**config.mk**
```make
export PLATFORM = sky130hd
export DESIGN_NAME = bin2gray_sweep
export DESIGN_NICKNAME = d
export VERILOG_FILES = /design/src/rtl/bin2gray_pkg.sv /design/src/rtl/bin2gray.sv /design/src/rtl/bin2gray_sweep.sv
export SDC_FILE = /design/constraint.sdc
export NUM_CORES = 1
export LEC_CHECK = 0
export CAP_MARGIN = 10
export CORE_MARGIN = 8
export CORE_UTILIZATION = 51
export CTS_CLUSTER_SIZE = 25
export DETAILED_ROUTE_END_ITERATION = 12
export PLACE_DENSITY = 0.79
export SYNTH_ARGS = -nofsm -noshare
export SYNTH_HDL_FRONTEND = slang
export SYNTH_SLANG_ARGS = --single-unit
```
**constraint.sdc**
```tcl
create_clock -name clk -period 2.3 [get_ports clk]
set_input_delay 0.345 -clock clk [delete_from_list [all_inputs] [get_ports clk]]
set_output_delay 0.345 -clock clk [all_outputs]
set_load 0.005 [all_outputs]
```
**src/rtl/bin2gray_pkg.sv**
```systemverilog
// Shared constants and FSM state encoding for the Gray-code sweep generator.
package bin2gray_pkg;

  localparam int unsigned WIDTH     = 4;
  localparam int unsigned SWEEP_LEN = 2 ** WIDTH;

  typedef enum logic [1:0] {
    IDLE = 2'd0,
    RUN  = 2'd1,
    DONE = 2'd2
  } state_e;

endpackage

```
**src/rtl/bin2gray.sv**
```systemverilog
// Combinational binary-to-Gray converter; inverse of graytobin.
module bin2gray #(
  parameter int unsigned WIDTH = bin2gray_pkg::WIDTH
) (
  input  logic [WIDTH-1:0] bin,
  output logic [WIDTH-1:0] gray_c
);

  // MSB passes through; every lower bit is the XOR with its upper neighbour.
  always_comb begin
    gray_c = bin ^ (bin >> 1);
  end

endmodule

```
**src/rtl/bin2gray_sweep.sv**
```systemverilog
// Walks a binary counter through one full wrap from a start value and emits
// each value as registered Gray code, followed by a one-cycle done pulse.
module bin2gray_sweep #(
  parameter int unsigned WIDTH = bin2gray_pkg::WIDTH
) (
  input  logic clk,
  input  logic rst,
  input  logic start,
  input  logic dir,
  input  logic B3,
  input  logic B2,
  input  logic B1,
  input  logic B0,
  output logic G3,
  output logic G2,
  output logic G1,
  output logic G0,
  output logic valid,
  output logic busy,
  output logic done
);

  import bin2gray_pkg::*;

  localparam int unsigned     LEN    = 2 ** WIDTH;
  localparam logic [WIDTH-1:0] LAST_N = WIDTH'(LEN - 1);
  localparam logic [WIDTH-1:0] ONE    = WIDTH'(1);

  state_e           state_q, state_d;
  logic [WIDTH-1:0] cnt_q, cnt_d;
  logic [WIDTH-1:0] n_q, n_d;
  logic [WIDTH-1:0] g_q, g_d;
  logic [WIDTH-1:0] gray_next_c;
  logic [WIDTH-1:0] b_in;
  logic             dir_q, dir_d;
  logic             valid_q, valid_d;
  logic             busy_q, busy_d;
  logic             done_q, done_d;

  assign b_in = WIDTH'({B3, B2, B1, B0});

  // Next-state, counter and flag logic.
  always_comb begin
    state_d = state_q;
    cnt_d   = cnt_q;
    n_d     = n_q;
    dir_d   = dir_q;
    valid_d = 1'b0;
    done_d  = 1'b0;
    unique case (state_q)
      IDLE: begin
        if (start) begin
          cnt_d   = b_in;
          dir_d   = dir;
          n_d     = '0;
          valid_d = 1'b1;
          state_d = RUN;
        end
      end
      RUN: begin
        if (n_q == LAST_N) begin
          done_d  = 1'b1;
          state_d = DONE;
        end else begin
          cnt_d   = dir_q ? (cnt_q - ONE) : (cnt_q + ONE);
          n_d     = n_q + ONE;
          valid_d = 1'b1;
        end
      end
      DONE: begin
        state_d = IDLE;
      end
      default: begin
        state_d = IDLE;
      end
    endcase
    busy_d = (state_d != IDLE);
  end

  // Converting cnt_d keeps output latency at one cycle and cnt_q aligned with G.
  bin2gray #(.WIDTH(WIDTH)) u_bin2gray (
    .bin    (cnt_d),
    .gray_c (gray_next_c)
  );

  // G only updates with a new element; it holds through DONE and IDLE.
  always_comb begin
    g_d = g_q;
    if (valid_d) begin
      g_d = gray_next_c;
    end
  end

  always_ff @(posedge clk or posedge rst) begin
    if (rst) begin
      state_q <= IDLE;
      cnt_q   <= '0;
      n_q     <= '0;
      dir_q   <= 1'b0;
      g_q     <= '0;
      valid_q <= 1'b0;
      busy_q  <= 1'b0;
      done_q  <= 1'b0;
    end else begin
      state_q <= state_d;
      cnt_q   <= cnt_d;
      n_q     <= n_d;
      dir_q   <= dir_d;
      g_q     <= g_d;
      valid_q <= valid_d;
      busy_q  <= busy_d;
      done_q  <= done_d;
    end
  end

  assign G3    = g_q[3];
  assign G2    = g_q[2];
  assign G1    = g_q[1];
  assign G0    = g_q[0];
  assign valid = valid_q;
  assign busy  = busy_q;
  assign done  = done_q;

endmodule

```
### After elaboration in Yosys (flattened, before gate mapping)

Index checks and enable logic that the tools add are counted.

| cells by class | value |
|---|---|
| bitwise operators | 1 |
| eq/ne operators | 4 |
| mux-type cells | 15 |
| $add $sub $neg | 3 |
| reduce and logical (&&, ||, !) cells | 5 |

Operators by type and width:

| cell | count |
|---|---|
| 2-to-1 mux 4 bit | 5 |
| case mux 4 bit (2 select lines) | 2 |
| adder 4 x 1 -> 4 bit, second input constant | 2 |
| equality test 4 bit, second input constant | 1 |
| 2-to-1 mux 1 bit | 4 |
| 2-to-1 mux 2 bit | 2 |
| inequality test 2 bit, second input constant | 2 |
| case mux 2 bit (2 select lines) | 1 |
| nonzero test 2 bit | 2 |
| subtractor 4 x 1 -> 4 bit, second input constant | 1 |
| XOR 4 x 3 -> 4 bit | 1 |
| AND reduction 3 bit | 1 |
| equality test 2 x 1 -> 1 bit, second input constant | 1 |
| zero test 2 bit | 1 |
| case mux 1 bit (2 select lines) | 1 |
| AND reduction 2 bit | 1 |

| storage, ports and cells | value |
|---|---|
| output and inout bits | 7 |
| register bits | 18 |
| logic and storage cells | 36 |
| bits of input ports | 8 |

### Logic depth before layout (Yosys ltp)

| depth | value |
|---|---|
| word-level depth | 5 |
| gate-level depth with buffers | 7 |
| depth with buffers taken out | 7 |

### Modules after synthesis

A second synthesis with hierarchy kept.

| second synthesis, totals | value |
|---|---|
| cell total of the unflattened synthesis | 84 |
| area, all modules | 938.4 µm² |

By module, submodules not included:

| module | cells an instance | area an instance (µm²) | instances | seq. area each (µm²) |
|---|---|---|---|---|
| bin2gray_sweep | 80 | 904.6 | 1 | 450.4 |
| bin2gray | 4 | 33.8 | 1 | 0.0 |

### Least setup slack after synthesis

Ideal clock, no wire load.

| timing | value |
|---|---|
| path type | reg2reg |
| from | reg cnt_q[0] |
| to | reg g_q[2] |
| clock period less this slack | 1.865 ns |
| arrival time | 1.734 ns |
| library setup time | 0.131 ns |
| buffers on the path | 0 |
| setup slack | 0.435 ns |
| cell stages (with the launch flop) | 6 |
| cells stage by stage | dfrtp_1 -> fa_1 -> xor2_1 -> a32oi_2 -> nand3b_1 -> or3b_1 |

| on the way | value |
|---|---|
| longest elaborated chain between the ends | 5 |
| elaborated cells between the ends (all ways) | 6 |

Ends and longest elaborated chain:

| item | RTL line | source |
|---|---|---|
| start: declaration | bin2gray_sweep.sv:30 | `logic [WIDTH-1:0] cnt_q, cnt_d;` |
| start signal: assignment | bin2gray_sweep.sv:106 | `cnt_q <= cnt_d;` |
| adder 4 x 1 -> 4 bit / subtractor 4 x 1 -> 4 bit (equally long branches) | bin2gray_sweep.sv:65 | `cnt_d = dir_q ? (cnt_q - ONE) : (cnt_q + ONE);` |
| 2-to-1 mux 4 bit * | bin2gray_sweep.sv:65 |  |
| 2-to-1 mux 4 bit * | bin2gray_sweep.sv:61 | `if (n_q == LAST_N) begin` |
| case mux 4 bit (2 select lines) * | bin2gray_sweep.sv:50 | `unique case (state_q)` |
| XOR 4 x 3 -> 4 bit * | bin2gray.sv:11 | `gray_c = bin ^ (bin >> 1);` |
| end signal: assignment | bin2gray_sweep.sv:109 | `g_q <= g_d;` |
| end: declaration | bin2gray_sweep.sv:32 | `logic [WIDTH-1:0] g_q, g_d;` |

Mark *: on every way between the ends. The rest lies on a longest branch, timed or not.
A chain may end at the register's enable or synchronous reset.

### Worst setup path in the final report

| timing | value |
|---|---|
| from | reg dir_q |
| to | reg g_q[2] |

| on the way | value |
|---|---|
| longest elaborated chain between the ends | 4 |

Ends and longest elaborated chain:

| item | RTL line | source |
|---|---|---|
| start: declaration | bin2gray_sweep.sv:35 | `logic dir_q, dir_d;` |
| start signal: assignment | bin2gray_sweep.sv:108 | `dir_q <= dir_d;` |
| 2-to-1 mux 4 bit | bin2gray_sweep.sv:65 |  |
| 2-to-1 mux 4 bit | bin2gray_sweep.sv:61 |  |
| case mux 4 bit (2 select lines) | bin2gray_sweep.sv:50 |  |
| XOR 4 x 3 -> 4 bit | bin2gray.sv:11 |  |

No other way between the ends.

==> impl_summary.txt <==
----------------------------------------------------
[Status]
  Status ... finished, final reports clean

[Floorplanning]
  Overall die area ... 3410 sq um
  IO Pins ... 15
  Std-Cell Rows ... 15
  Die Wd ... 58.4 um
  Initial standard-cell utilization of the core ... 53.6%
  Vertical die dimension ... 58.4 um
  Core Region ... 1710 sq um

[Yosys]
  Nets in the synthesized netlist ... 100
  Dominant cells by area after synthesis ... sky130_fd_sc_hd__dfrtp_1 (49%), sky130_fd_sc_hd__nand2_1 (6.1%), sky130_fd_sc_hd__xor2_1 (5.7%), sky130_fd_sc_hd__ha_1 (4.1%), sky130_fd_sc_hd__nor2_1 (3.7%)
  Instance count of the mapped netlist ... 88
  Share of flip-flops with an asynchronous set or reset ... 100%
  Proportion of netlist area held by the largest area contributor ... 49.2%
  Yosys warning total ... 0
  Syn avg cell area ... 10.4 sq um
  Number of enable flip-flop cells after synthesis ... 0
  Register area share after synthesis ... 49.2%
  Flip-flop cell with the highest count after synthesis ... sky130_fd_sc_hd__dfrtp_1
  Count of unique library cells instantiated by Yosys ... 32
  Syn Std Cell Area ... 916 sq um
  Post-synthesis cell type with the largest combined area ... sky130_fd_sc_hd__dfrtp_1
  Number of synthesized register bits ... 18

[Timing]
  Worst-margin pin slew ... 0.666 ns
  Highest clock frequency the design can meet ... 481 MHz
  Number of pins with negative max-slew slack in the final report ... 0
  Final critical-path share of the clock period ... 90.4%
  Unrepaired setup endpoints after global routing ... false
  Hold violation total from the final report ... 0
  Number of failing setup endpoints in the final timing report ... 0
  Setup TNS Final ... 0 ns
  Worst rel slew slack ... 55.5%
  Post-route clock skew ... 0.00380 ns
  Post-layout min period ... 2.08 ns
  Final setup margin ... 0.221 ns

[Clocking]
  CTS tree ... yes
  Post-CTS Setup Repair Bufs ... 0
  CTS Buffer Depth ... 2
  Clock-pin slew on the worst setup and hold paths ... 0.10 ns
  Clk root buf ... sky130_fd_sc_hd__clkbuf_4
  Number of clock sinks ... 18
  Number of buffers added by the clock tree synthesis step ... 3
  Number of gates given a new drive strength after cts ... 0
  Hold buffer count at CTS ... 0
  Clock latency reported for the late side of the worst-skew pair ... 0.30 ns
  CTS H-tree depth ... 1

[Routing]
  Count of nets left with antenna violations after detail routing ... 0
  Remaining routing DRC violations ... 0
  Post-detailed-route wirelength per cell ... 14.4 um
  Iteration count of the initial detailed-routing pass ... 4
  WL final ... 1920 um
  Post-DR vias/cell ... 5.31
  Number of DRC markers in iteration 0 ... 13
  Vias ... 706

[Worst setup path]
  Required time worst endpoint ... 2.48 ns
  Critical-path cell with the highest stage delay ... sky130_fd_sc_hd__dfrtp_1
  Dominant delay contributor by cell family on the critical path ... simple AND/OR/NAND/NOR gates
  Data arrival time of the critical path ... 2.26 ns
  CP max FO ... 6
  Biggest cell delay along the critical path ... 0.49 ns
  Worst setup path class ... flip-flop to flip-flop
  Critical Path Source Type ... flip-flop
  Series of cell instances along the critical path ... fa_1 > xor2_1 > a32oi_2 > nand3b_1 > or3b_1
  Bufs and invs on worst path ... 0
  Crit end category ... flip-flop

[Placement]
  Number of buffer cells added on primary ports ... 14
  Area post-placement ... 1100 sq um
  Placed Instances ... 129
  Post-Place Worst Slack ... 0.232 ns
  HPWL after DPL ... 1380 um
  GP Congestion ... 0.865

[Power]
  Cell leakage power ... 0.508 nW
  Peak supply drop ... 0.00122 V
  Power Density ... 1790 nW/um^2

[Hold path]
  Path category of the worst min-delay check ... input port to asynchronous set/reset pin

[Global route]
  Met3 demand-to-capacity share in global routing ... 3.48%
  Antenna violations before repair ... 0
  M1 GR Usage ... 15.3%
  Pin count of the biggest net entering global routing ... 19
  Global routing usage summed across all routing layers ... 12.7%
  Total congestion overflow after global routing ... 0
  Global-route met2 utilization ... 18.6%
  Via count of the first global-routing pass ... 719
  Global-route wire length before repair ... 3330 um
  Most Crowded Layer GR ... met2

[Layout]
  Area added between synthesis and finish ... 24.3%
  Post-layout net count ... 121
  Number of filler instances in the final layout ... 138
  Layout cell share with drive strength beyond 1 ... 13.9%
  Leading cell types in the layout, fill and taps excluded ... sky130_fd_sc_hd__dfrtp_1 (18), sky130_fd_sc_hd__nand2_1 (15), sky130_fd_sc_hd__clkdlybuf4s50_1 (14)
  Post-layout instance count excluding filler cells ... 133
  Cell area after layout ... 1140 sq um
  ANT cells ... 0
  Post-route core utilization ... 66.7%
  Most common cell after layout, fill and taps aside ... sky130_fd_sc_hd__dfrtp_1

[Flow run]
  Count of max-cap constraint violations ... 0

----------------------------------------------------
metal layers:
layer	part of all wire (%)	wire length (um)
met1	45	872
met2	46	888
met3	4.2	81
met4	3.8	73
met5	0	0
cell usage after synthesis, drive strengths merged, types with 2 or more instances:
cell type,count
o21ai,4
nand3b,2
nor2b,2
inv,4
nor2,9
nand3,3
nand2,15
and3,2
a21oi,3
xor2,6
a31oi,2
ha,3
dfrtp,18
metrics by stage:
step / total power [W] / hold WS [ns]
6_report: 0.00203 / 0.432
5_1_grt: 0.00222 / 0.516
4_1_cts: 0.00203 / 0.465
3_5_place_dp: 0.00181 / 0.456
3_3_place_gp: 0.00176 / 0.451
2_1_floorplan: 0.00147 / 0.284
registers in the layout (all words and copies together), names as in the netlist:
signal,flops
cnt_q,4
g_q,4
n_q,4
state_q,2
busy,1
dir_q,1
done,1
valid,1
report_power, final:
part / switching (W) / leakage (nW) / internal (W)
Sequential: 0.000146 / 0.210 / 0.000490
Clock: 0.0000997 / 0.0210 / 0.0000966
Combinational: 0.000610 / 0.277 / 0.000591
Total: 0.000856 / 0.508 / 0.00118
worst paths after layout:
path	start	endpoint	cells past startpoint	slack, ns
max in group asynchronous	rst	busy$_DFF_PP0_	2	1.44
setup / recovery	dir_q$_DFFE_PP0P_	g_q[2]$_DFFE_PP0P_	5	0.22
min in group clk	g_q[1]$_DFFE_PP0P_	g_q[1]$_DFFE_PP0P_	2	0.47
hold / removal	rst	g_q[0]$_DFFE_PP0P_	2	0.43
hold reg to reg	g_q[1]$_DFFE_PP0P_	g_q[1]$_DFFE_PP0P_	2	0.47
setup reg to reg	dir_q$_DFFE_PP0P_	g_q[2]$_DFFE_PP0P_	5	0.22
cell type report:
class                      count  area, sq um  area share (%)
sequential                    18          450            39.6
tap                           25         31.3            2.75
clock buffer                   4         36.3            3.19
timing repair buffer          16          155            13.6
inverter                       4         15.0            1.32
multi-input combinational     66          450            39.6
cell families (layout without fill, tap and decap cells):
logic type,after synthesis,after routing,share of synthesized area (%)
buffers and inverters,4,24,1.64
adder cells (fa/ha/maj),4,4,6.28
AO/OA/AOI/OAI,16,16,13.9
XOR/XNOR,7,7,6.69
AND/OR/NAND/NOR,38,38,21.0
flip-flops,18,18,49.2
multiplexers,1,1,1.23
(Power assumes the default switching activity.)
==> patch (same flow settings) <==
Encoding of `state_e`: now one-hot (3 bits for 3 states).
--- a/src/rtl/bin2gray_pkg.sv
+++ b/src/rtl/bin2gray_pkg.sv
@@ -5,8 +5,8 @@
   localparam int unsigned SWEEP_LEN = 2 ** WIDTH;
 
-  typedef enum logic [1:0] {
-    IDLE = 2'd0,
-    RUN  = 2'd1,
-    DONE = 2'd2
+  typedef enum logic [2:0] {
+    IDLE = 3'b001,
+    RUN  = 3'b010,
+    DONE = 3'b100
   } state_e;
 
Function: same outputs for any inputs over 10 cycles, from zero or initial values and one cycle with rst high; not proved beyond that.
==> patch against the original RTL <==
First-iteration DRC count up 38%; final area up 0.88%; routed wire length down 0.94%; synthesized area up 1.9%; worst setup slack worse by 0.0041 ns; sequential power down 11%; sequential cell count up 1; total power down 24%; count of clock-buffer cells in the layout down 1; critical path type unchanged; critical endpoint is now g_q[3].
==> patch: results (changes against the original RTL) <==
largest net degree at the start of global routing=20 (was 19); Non-clock buffer share=0.135 (was 0.136); multi-input gate count=65 (was 66); Synth cell types=36 (was 32); share of cells above drive strength 1=0.128 (was 0.139); Synth Area in Adders=0.0617 (was 0.0628); Seq/total area=0.415 (was 0.396); area of the multi-input gates=439 sq um (was 450 sq um); fin cells=134 (was 133); number of synthesized register bits=19 (was 18); post-route clock skew=0.00787 ns (was 0.00380 ns); mux cell area share after synthesis=0.0121 (was 0.0123); leakage=0.555 nW (was 0.508 nW); syn_nets=102 (was 100); vias in the first global route=723 (was 719); post-detail-place hpwl=1440 um (was 1380 um); synthesized instance count=90 (was 88); synth cell count leaders=18 x dfrtp_1, 16 x nand2_1, 6 x nor2_1, 6 x o21ai_1, 4 x inv_1 (was 18 x dfrtp_1, 15 x nand2_1, 9 x nor2_1, 6 x xor2_1); GR Layer Usage met1=0.151 (was 0.153); routed len/inst=14.2 um (was 14.4 um); inverters=5 (was 4); Via Count=718 (was 706); met2 global-route usage=0.182 (was 0.186); post-route cell area=1150 sq um (was 1140 sq um); ClkCell Share=0.0240 (was 0.0319); Slew HR=0.526 (was 0.555); Global Route Usage Sum=0.122 (was 0.127); synth top area cells=dfrtp_1 48%, nand2_1 6.4%, ha_1 4.0% (was dfrtp_1 49%, nand2_1 6.1%, xor2_1 5.7%); Placed Cells=130 (was 129); dpl cell area=1120 sq um (was 1100 sq um); Final Wtd Congestion=0.871 (was 0.865); met3 Track Usage GR=0.0478 (was 0.0348); layout net count=122 (was 121); fillcell total=139 (was 138); Critical Path Max Stage Delay=0.46 ns (was 0.49 ns); register area share after synthesis=0.511 (was 0.492); Synth Area in Compound Gates=0.169 (was 0.139); Synth Area in XOR/XNOR=0.0282 (was 0.0669); status=finished, final reports clean (unchanged); core area=1730 sq um (was 1710 sq um)
## patch: per-layer routing
metal / vias up / wire length (um)
met4: 0 / 31
met5: - / 0
met1: 346 / 844
met3: 5 / 132
li1: 350 / -
met2: 17 / 890
## patch: where the power goes
group          switching (mW)  total [mW]  leakage (nW)  internal [mW]
registers              0.0939       0.567         0.242          0.473
clock network           0.110       0.175        0.0177         0.0650
logic                   0.403       0.812         0.296          0.409
total                   0.607        1.55         0.555          0.947
## patch: path summary, 6_finish.rpt
check / startpoint / to / slack (ns) / cells past startpoint
max: dir_q / g_q[3] / 0.22 / 7
min: rst / cnt_q[3] / 0.44 / 2
min in group clk: g_q[0] / g_q[0] / 0.50 / 2
max in group asynchronous: rst / busy / 1.41 / 2
min reg2reg: g_q[0] / g_q[0] / 0.50 / 2
max reg2reg: dir_q / g_q[3] / 0.22 / 7
## patch: repair_timing
action / 4_1_cts / 5_1_grt
endpoints found under the setup margin: 0 / 1
gates resized for setup: 0 / 1
hold endpoints to repair: 0 / 0
